[src/rtl/exec_div_pkg.sv]
// Shared definitions for the execute-stage iterative divider: FSM states,
// default operand width and the {hi, lo} result field offsets.
package exec_div_pkg;

    localparam int DEFAULT_WIDTH = 32;

    typedef enum logic [1:0] {
        IDLE = 2'd0,
        BUSY = 2'd1,
        DONE = 2'd2
    } divState_e;

    // Remainder lands in HI (upper WIDTH bits), quotient in LO (lower WIDTH bits).
    localparam int LO_OFS = 0;

    function automatic int hiOfs(input int width);
        return width;
    endfunction

endpackage

[src/rtl/div_step.sv]
// One restoring shift-subtract iteration: shifts the next dividend bit into
// the partial remainder and produces one quotient bit.
module div_step #(
    parameter int WIDTH = 32
) (
    input  logic [WIDTH-1:0] remIn,
    input  logic [WIDTH-1:0] quoIn,
    input  logic [WIDTH-1:0] divisor,
    output logic [WIDTH-1:0] remOut,
    output logic [WIDTH-1:0] quoOut
);

    logic [WIDTH:0]   shifted;
    logic [WIDTH-1:0] diff;
    logic             fits;

    // quoIn doubles as the dividend shift register; its MSB feeds the remainder.
    assign shifted = {remIn, quoIn[WIDTH-1]};
    assign fits    = shifted >= {1'b0, divisor};
    assign diff    = shifted[WIDTH-1:0] - divisor;
    assign remOut  = fits ? diff : shifted[WIDTH-1:0];
    assign quoOut  = {quoIn[WIDTH-2:0], fits};

endmodule

[src/rtl/exec_div.sv]
// Multi-cycle DIV/DIVU unit for the execute stage; stalls F/D/E while busy.
// Signed division is only built when EXEC_DIV_SIGNED_EN is defined.
module exec_div
    import exec_div_pkg::*;
#(
    parameter int WIDTH = DEFAULT_WIDTH
) (
    input  logic               clk,
    input  logic               rst,
    input  logic               start,
    input  logic               signed_div,
    input  logic [WIDTH-1:0]   a,
    input  logic [WIDTH-1:0]   b,
    input  logic               advance,
    input  logic               annul,
    output logic               stall_div,
    output logic               ready,
    output logic [2*WIDTH-1:0] result
);

    localparam int CNT_W = $clog2(WIDTH) + 1;
    localparam logic [CNT_W-1:0] LAST_STEP = CNT_W'(WIDTH - 1);

    divState_e        state, stateNext;
    logic [CNT_W-1:0] cnt;
    logic [WIDTH-1:0] divisor, rem, quo;
    logic [WIDTH-1:0] remNext, quoNext;
    logic [WIDTH-1:0] absA, absB, fixQ, fixR;

`ifdef EXEC_DIV_SIGNED_EN
    logic negQ, negR;
    logic aNeg, bNeg;

    assign aNeg = signed_div & a[WIDTH-1];
    assign bNeg = signed_div & b[WIDTH-1];
    assign absA = aNeg ? -a : a;
    assign absB = bNeg ? -b : b;
    // Truncation toward zero: quotient sign from operand XOR, remainder follows dividend.
    assign fixQ = negQ ? -quoNext : quoNext;
    assign fixR = negR ? -remNext : remNext;

    always_ff @(posedge clk) begin
        if (!rst) begin
            negQ <= 1'b0;
            negR <= 1'b0;
        end else if (state == IDLE && start && !annul) begin
            negQ <= aNeg ^ bNeg;
            negR <= aNeg;
        end
    end
`else
    logic unusedSignedDiv;

    assign unusedSignedDiv = signed_div;
    assign absA = a;
    assign absB = b;
    assign fixQ = quoNext;
    assign fixR = remNext;
`endif

    div_step #(.WIDTH(WIDTH)) uStep (
        .remIn  (rem),
        .quoIn  (quo),
        .divisor(divisor),
        .remOut (remNext),
        .quoOut (quoNext)
    );

    always_comb begin
        stateNext = state;
        if (annul) begin
            stateNext = IDLE;
        end else begin
            case (state)
                IDLE:    if (start)            stateNext = BUSY;
                BUSY:    if (cnt == LAST_STEP) stateNext = DONE;
                DONE:    if (advance)          stateNext = IDLE;
                default:                       stateNext = IDLE;
            endcase
        end
    end

    always_ff @(posedge clk) begin
        if (!rst) begin
            state   <= IDLE;
            cnt     <= '0;
            divisor <= '0;
            rem     <= '0;
            quo     <= '0;
            result  <= '0;
        end else begin
            state <= stateNext;
            case (state)
                IDLE: if (start && !annul) begin
                    divisor <= absB;
                    rem     <= '0;
                    quo     <= absA;
                    cnt     <= '0;
                end
                BUSY: if (!annul) begin
                    rem <= remNext;
                    quo <= quoNext;
                    cnt <= cnt + CNT_W'(1);
                    // Final step writes the corrected result straight from the step outputs.
                    if (cnt == LAST_STEP) begin
                        result[hiOfs(WIDTH) +: WIDTH] <= fixR;
                        result[LO_OFS +: WIDTH]       <= fixQ;
                    end
                end
                default: ;
            endcase
        end
    end

    assign ready     = (state == DONE);
    assign stall_div = rst && ((state == IDLE && start && !annul) || state == BUSY);

endmodule

[config.mk]
export PLATFORM = sky130hd
export DESIGN_NAME = exec_div
export DESIGN_NICKNAME = d
export VERILOG_FILES = /design/src/rtl/exec_div_pkg.sv /design/src/rtl/div_step.sv /design/src/rtl/exec_div.sv
export SDC_FILE = /design/constraint.sdc
export NUM_CORES = 1
export LEC_CHECK = 0
export ABC_AREA = 1
export CELL_PAD_IN_SITES_DETAIL_PLACEMENT = 0
export CELL_PAD_IN_SITES_GLOBAL_PLACEMENT = 1
export CORE_ASPECT_RATIO = 0.5
export CORE_UTILIZATION = 35
export CTS_CLUSTER_SIZE = 40
export DETAILED_ROUTE_END_ITERATION = 8
export GPL_TIMING_DRIVEN = 0
export HOLD_SLACK_MARGIN = 0.08
export PLACE_DENSITY_LB_ADDON = 0.1
export SLEW_MARGIN = 10
export SYNTH_ARGS = -nofsm -noshare
export SYNTH_HDL_FRONTEND = slang
export SYNTH_SLANG_ARGS = --single-unit
[constraint.sdc]
create_clock -name clk -period 2 [get_ports clk]
set_input_delay 0.2 -clock clk [delete_from_list [all_inputs] [get_ports clk]]
set_output_delay 0.2 -clock clk [all_outputs]
set_load 0.1 [all_outputs]
==> impl_metrics.yaml <==
timing:
  max_slew.worst_pin.slew_ps: 998.4
  max_freq_ghz: 0.4622
  drv_slew: 0
  fin_setup_tns_ps: -6725
  skew_ps: 10.80
  slew_headroom: 0.3371
  fin_ws_ps: -163.8
  period_share: 1.082
  hold_viol_final: 0
  fin_crit_ps: 2164
  finalSetupViolations: 66
  grt_setup_unrepaired: "yes"
cts:
  cts_sinks: 168
  cts_tree: "done"
  cts-root-buf: "clkbuf_16"
  clkLatencyLatePin_ps: 450
  cts_max_path_buffers: 2
  cts_buffers: 17
  cts_hold_buf: 0
  cts_max_level: 4
  clkTransAtPathRegs_ps: 70
worst_setup_path:
  critPathKind: "flop to flop"
  endpoint_kind: "flop"
  reg2reg_to: "rem[17]"
  crit_path_start_kind: "flop"
  rr_worst_depth: 16
  critPathMaxFanout: 5
  cp_cell_sequence: "inv_2 > ha_4 > nand2_4 > nor2_4 > nand3_2 > nand3_4 > nand2_2 > nand2_2 > nand2_4 > buf_6 > nand2_8 > buf_12 > nand3_4 > nand2_4 > nand2_2 > a21oi_2"
  required_ps: 2370
  arrival_ps: 2540
  startpoint: "divisor[8]"
  crit_path_max_incr_delay_ps: 320
  r2r_start: "divisor[8]"
  slowest_stage: "dfxtp_2"
  reg2reg_slack_ps: -160
synth:
  ys_seq_area_frac: 0.3599
  synth_warnings: 0
  netlist_area_sq_um: 9345
  syn_area_per_cell_sq_um: 6.458
  synthCells: 1447
  synthFlopType: "dfxtp_1"
  synth_edf_count: 0
  synthArstFlopShare: 0
  synth_nets: 1551
  ys_types: 42
  synth_seq_cells: 168
run_status:
  violations: "setup timing"
  status: "complete, but fails checks"
detailed_routing:
  drc: 0
  routed_wl_mm: 33.73
  vias: 10050
  first_iter_violations: 564
  via_per_inst: 4.898
  ant_nets: 0
  wire_per_inst_um: 16.44
  dr.pass1.iters: 6
placement:
  dpl.hpwl_mm: 24.32
  place_ws_ps: -1365
  port-buffer-count: 133
  placed_cells: 1924
  gp_routability_congestion: 0.9248
floorplanning:
  fp.dieH_um: 117.5
  start_util: 0.3636
  die_w_um: 233.1
  io_pins: 136
  core_area_sq_um: 25700
  die_area_sq_um: 27400
  fp-row-count: 41
grt:
  grt_pass1_wl_mm: 52.36
  grt_pass1_vias: 9733
  gr-total-overflow: 0
  grt_max_degree: 18
  antenna_found_initial: 0
  grtUsageTotal: 0.2470
worst_hold_path:
  whs_path_depth: 3
  worstHoldPathType: "input port to flop"
  hold_path.startpoint: "a[10]"
  hold_path_end: "quo[10]"
layout:
  area_growth_pct: 56.70
  final_cells: 2051
  fin_util: 0.5698
  final_common_cell: "nand2_1"
  nets: 1797
  most-common-layout-cells: "nand2_1, nor2_1, inv_1"
  drive_above_1_share: 0.3511
power_and_ir_drop:
  power_leakage_nw: 6.684
  cellPowerDensity_nw_per_um2: 627.1
  ir_drop_v: 0.0006023
flow_run:
  drv_cap: 0
[how the worst max path moves through the flow]
stage	depth (start not counted)	slack, ps	end
finish	16	-160	rem[17]
global route	18	-260	rem[17]
CTS	15	-170	rem[21]
detailed placement	7	-1370	stall_div
global placement	7	-1310	stall_div
floorplan	5	-80	stall_div
[layer usage]
layer	up-vias	GRT usage	wire length, um
met5	-	0	0
met3	16	0.06589	1697
met1	4783	0.3445	16490
li1	5047	-	-
met2	199	0.3819	15290
met4	0	0.04412	251
[critical path: cells and delay by family, from the launching register on]
kind                       cells  cell delay [ps]
AOI/OAI and AO/OA              1              120
adders and majority gates      1              300
and+or+nand+nor               11              980
buffers and inverters          3              340
DFF                            1              320
[state kept, by name, indices dropped and copies added (netlist names)]
register / count
state: 2
result: 64
rem: 32
quo: 32
divisor: 32
cnt: 6
[logic make-up (layout without fill, tap and decap cells)]
group	count (synthesis)	after routing	share of synthesized area
AO/OA/AOI/OAI	252	252	0.1429
other	0	1	0
buffers and inverters	264	522	0.1150
XOR/XNOR	16	16	0.01500
flip-flops	168	168	0.3599
AND/OR/NAND/NOR	713	714	0.3209
adder cells (fa/ha/maj)	34	34	0.04633
[what timing repair did]
action | 4_1_cts | 5_1_grt
gates resized for setup | 456 | 243
cloned | 5 | 0
hold endpoints to repair | 0 | 0
setup buffers | 67 | 33
setup endpoints to repair | 224 | 129
pin swaps | 109 | 99
[stage by stage]
step           power, mW  hold slack (ps)  area, sq um
6_report           9.184            314.5        14640
5_1_grt            9.601            301.6        14640
4_1_cts            9.034            293.5        13770
3_5_place_dp       4.880            455.5        11110
3_3_place_gp       4.872            449.7        11110
2_1_floorplan      4.400            340.7         9351
[final cells by class]
cell class                      instances  area [sq um]
Buffer                                 59         335.3
Timing Repair Buffer                  230          2122
Clock buffer                           17         425.4
Antenna cell                            1         2.502
Multi-Input combinational cell       1016          6904
Clock inverter                         15         203.9
Sequential cell                       168          3446
Inverter                              201         774.5
Fill cell                            2453         11060
Tap cell                              344         430.4
[cell usage after synthesis, drive strengths merged, types with 2 or more instances]
cell | number | share of area
nand2 | 439 | 0.19
inv | 200 | 0.081
nor2 | 185 | 0.079
dfxtp | 168 | 0.36
o21ai | 126 | 0.068
a21oi | 90 | 0.050
nand3 | 71 | 0.044
clkbuf | 42 | 0.017
ha | 33 | 0.044
a31oi | 31 | 0.021
buf | 21 | 0.017
xor2 | 14 | 0.013
nand3b | 7 | 0.0056
nand4 | 4 | 0.0027
nor3 | 4 | 0.0027
a21o | 2 | 0.0016
xnor2 | 2 | 0.0019
[where the power goes]
part	leakage [nW]	internal [mW]	total [mW]	switching, mW
logic	5.00	0.840	2.08	1.24
registers	1.39	3.45	3.51	0.0658
clock network	0.298	2.01	3.59	1.58
(Power assumes the default switching activity.)
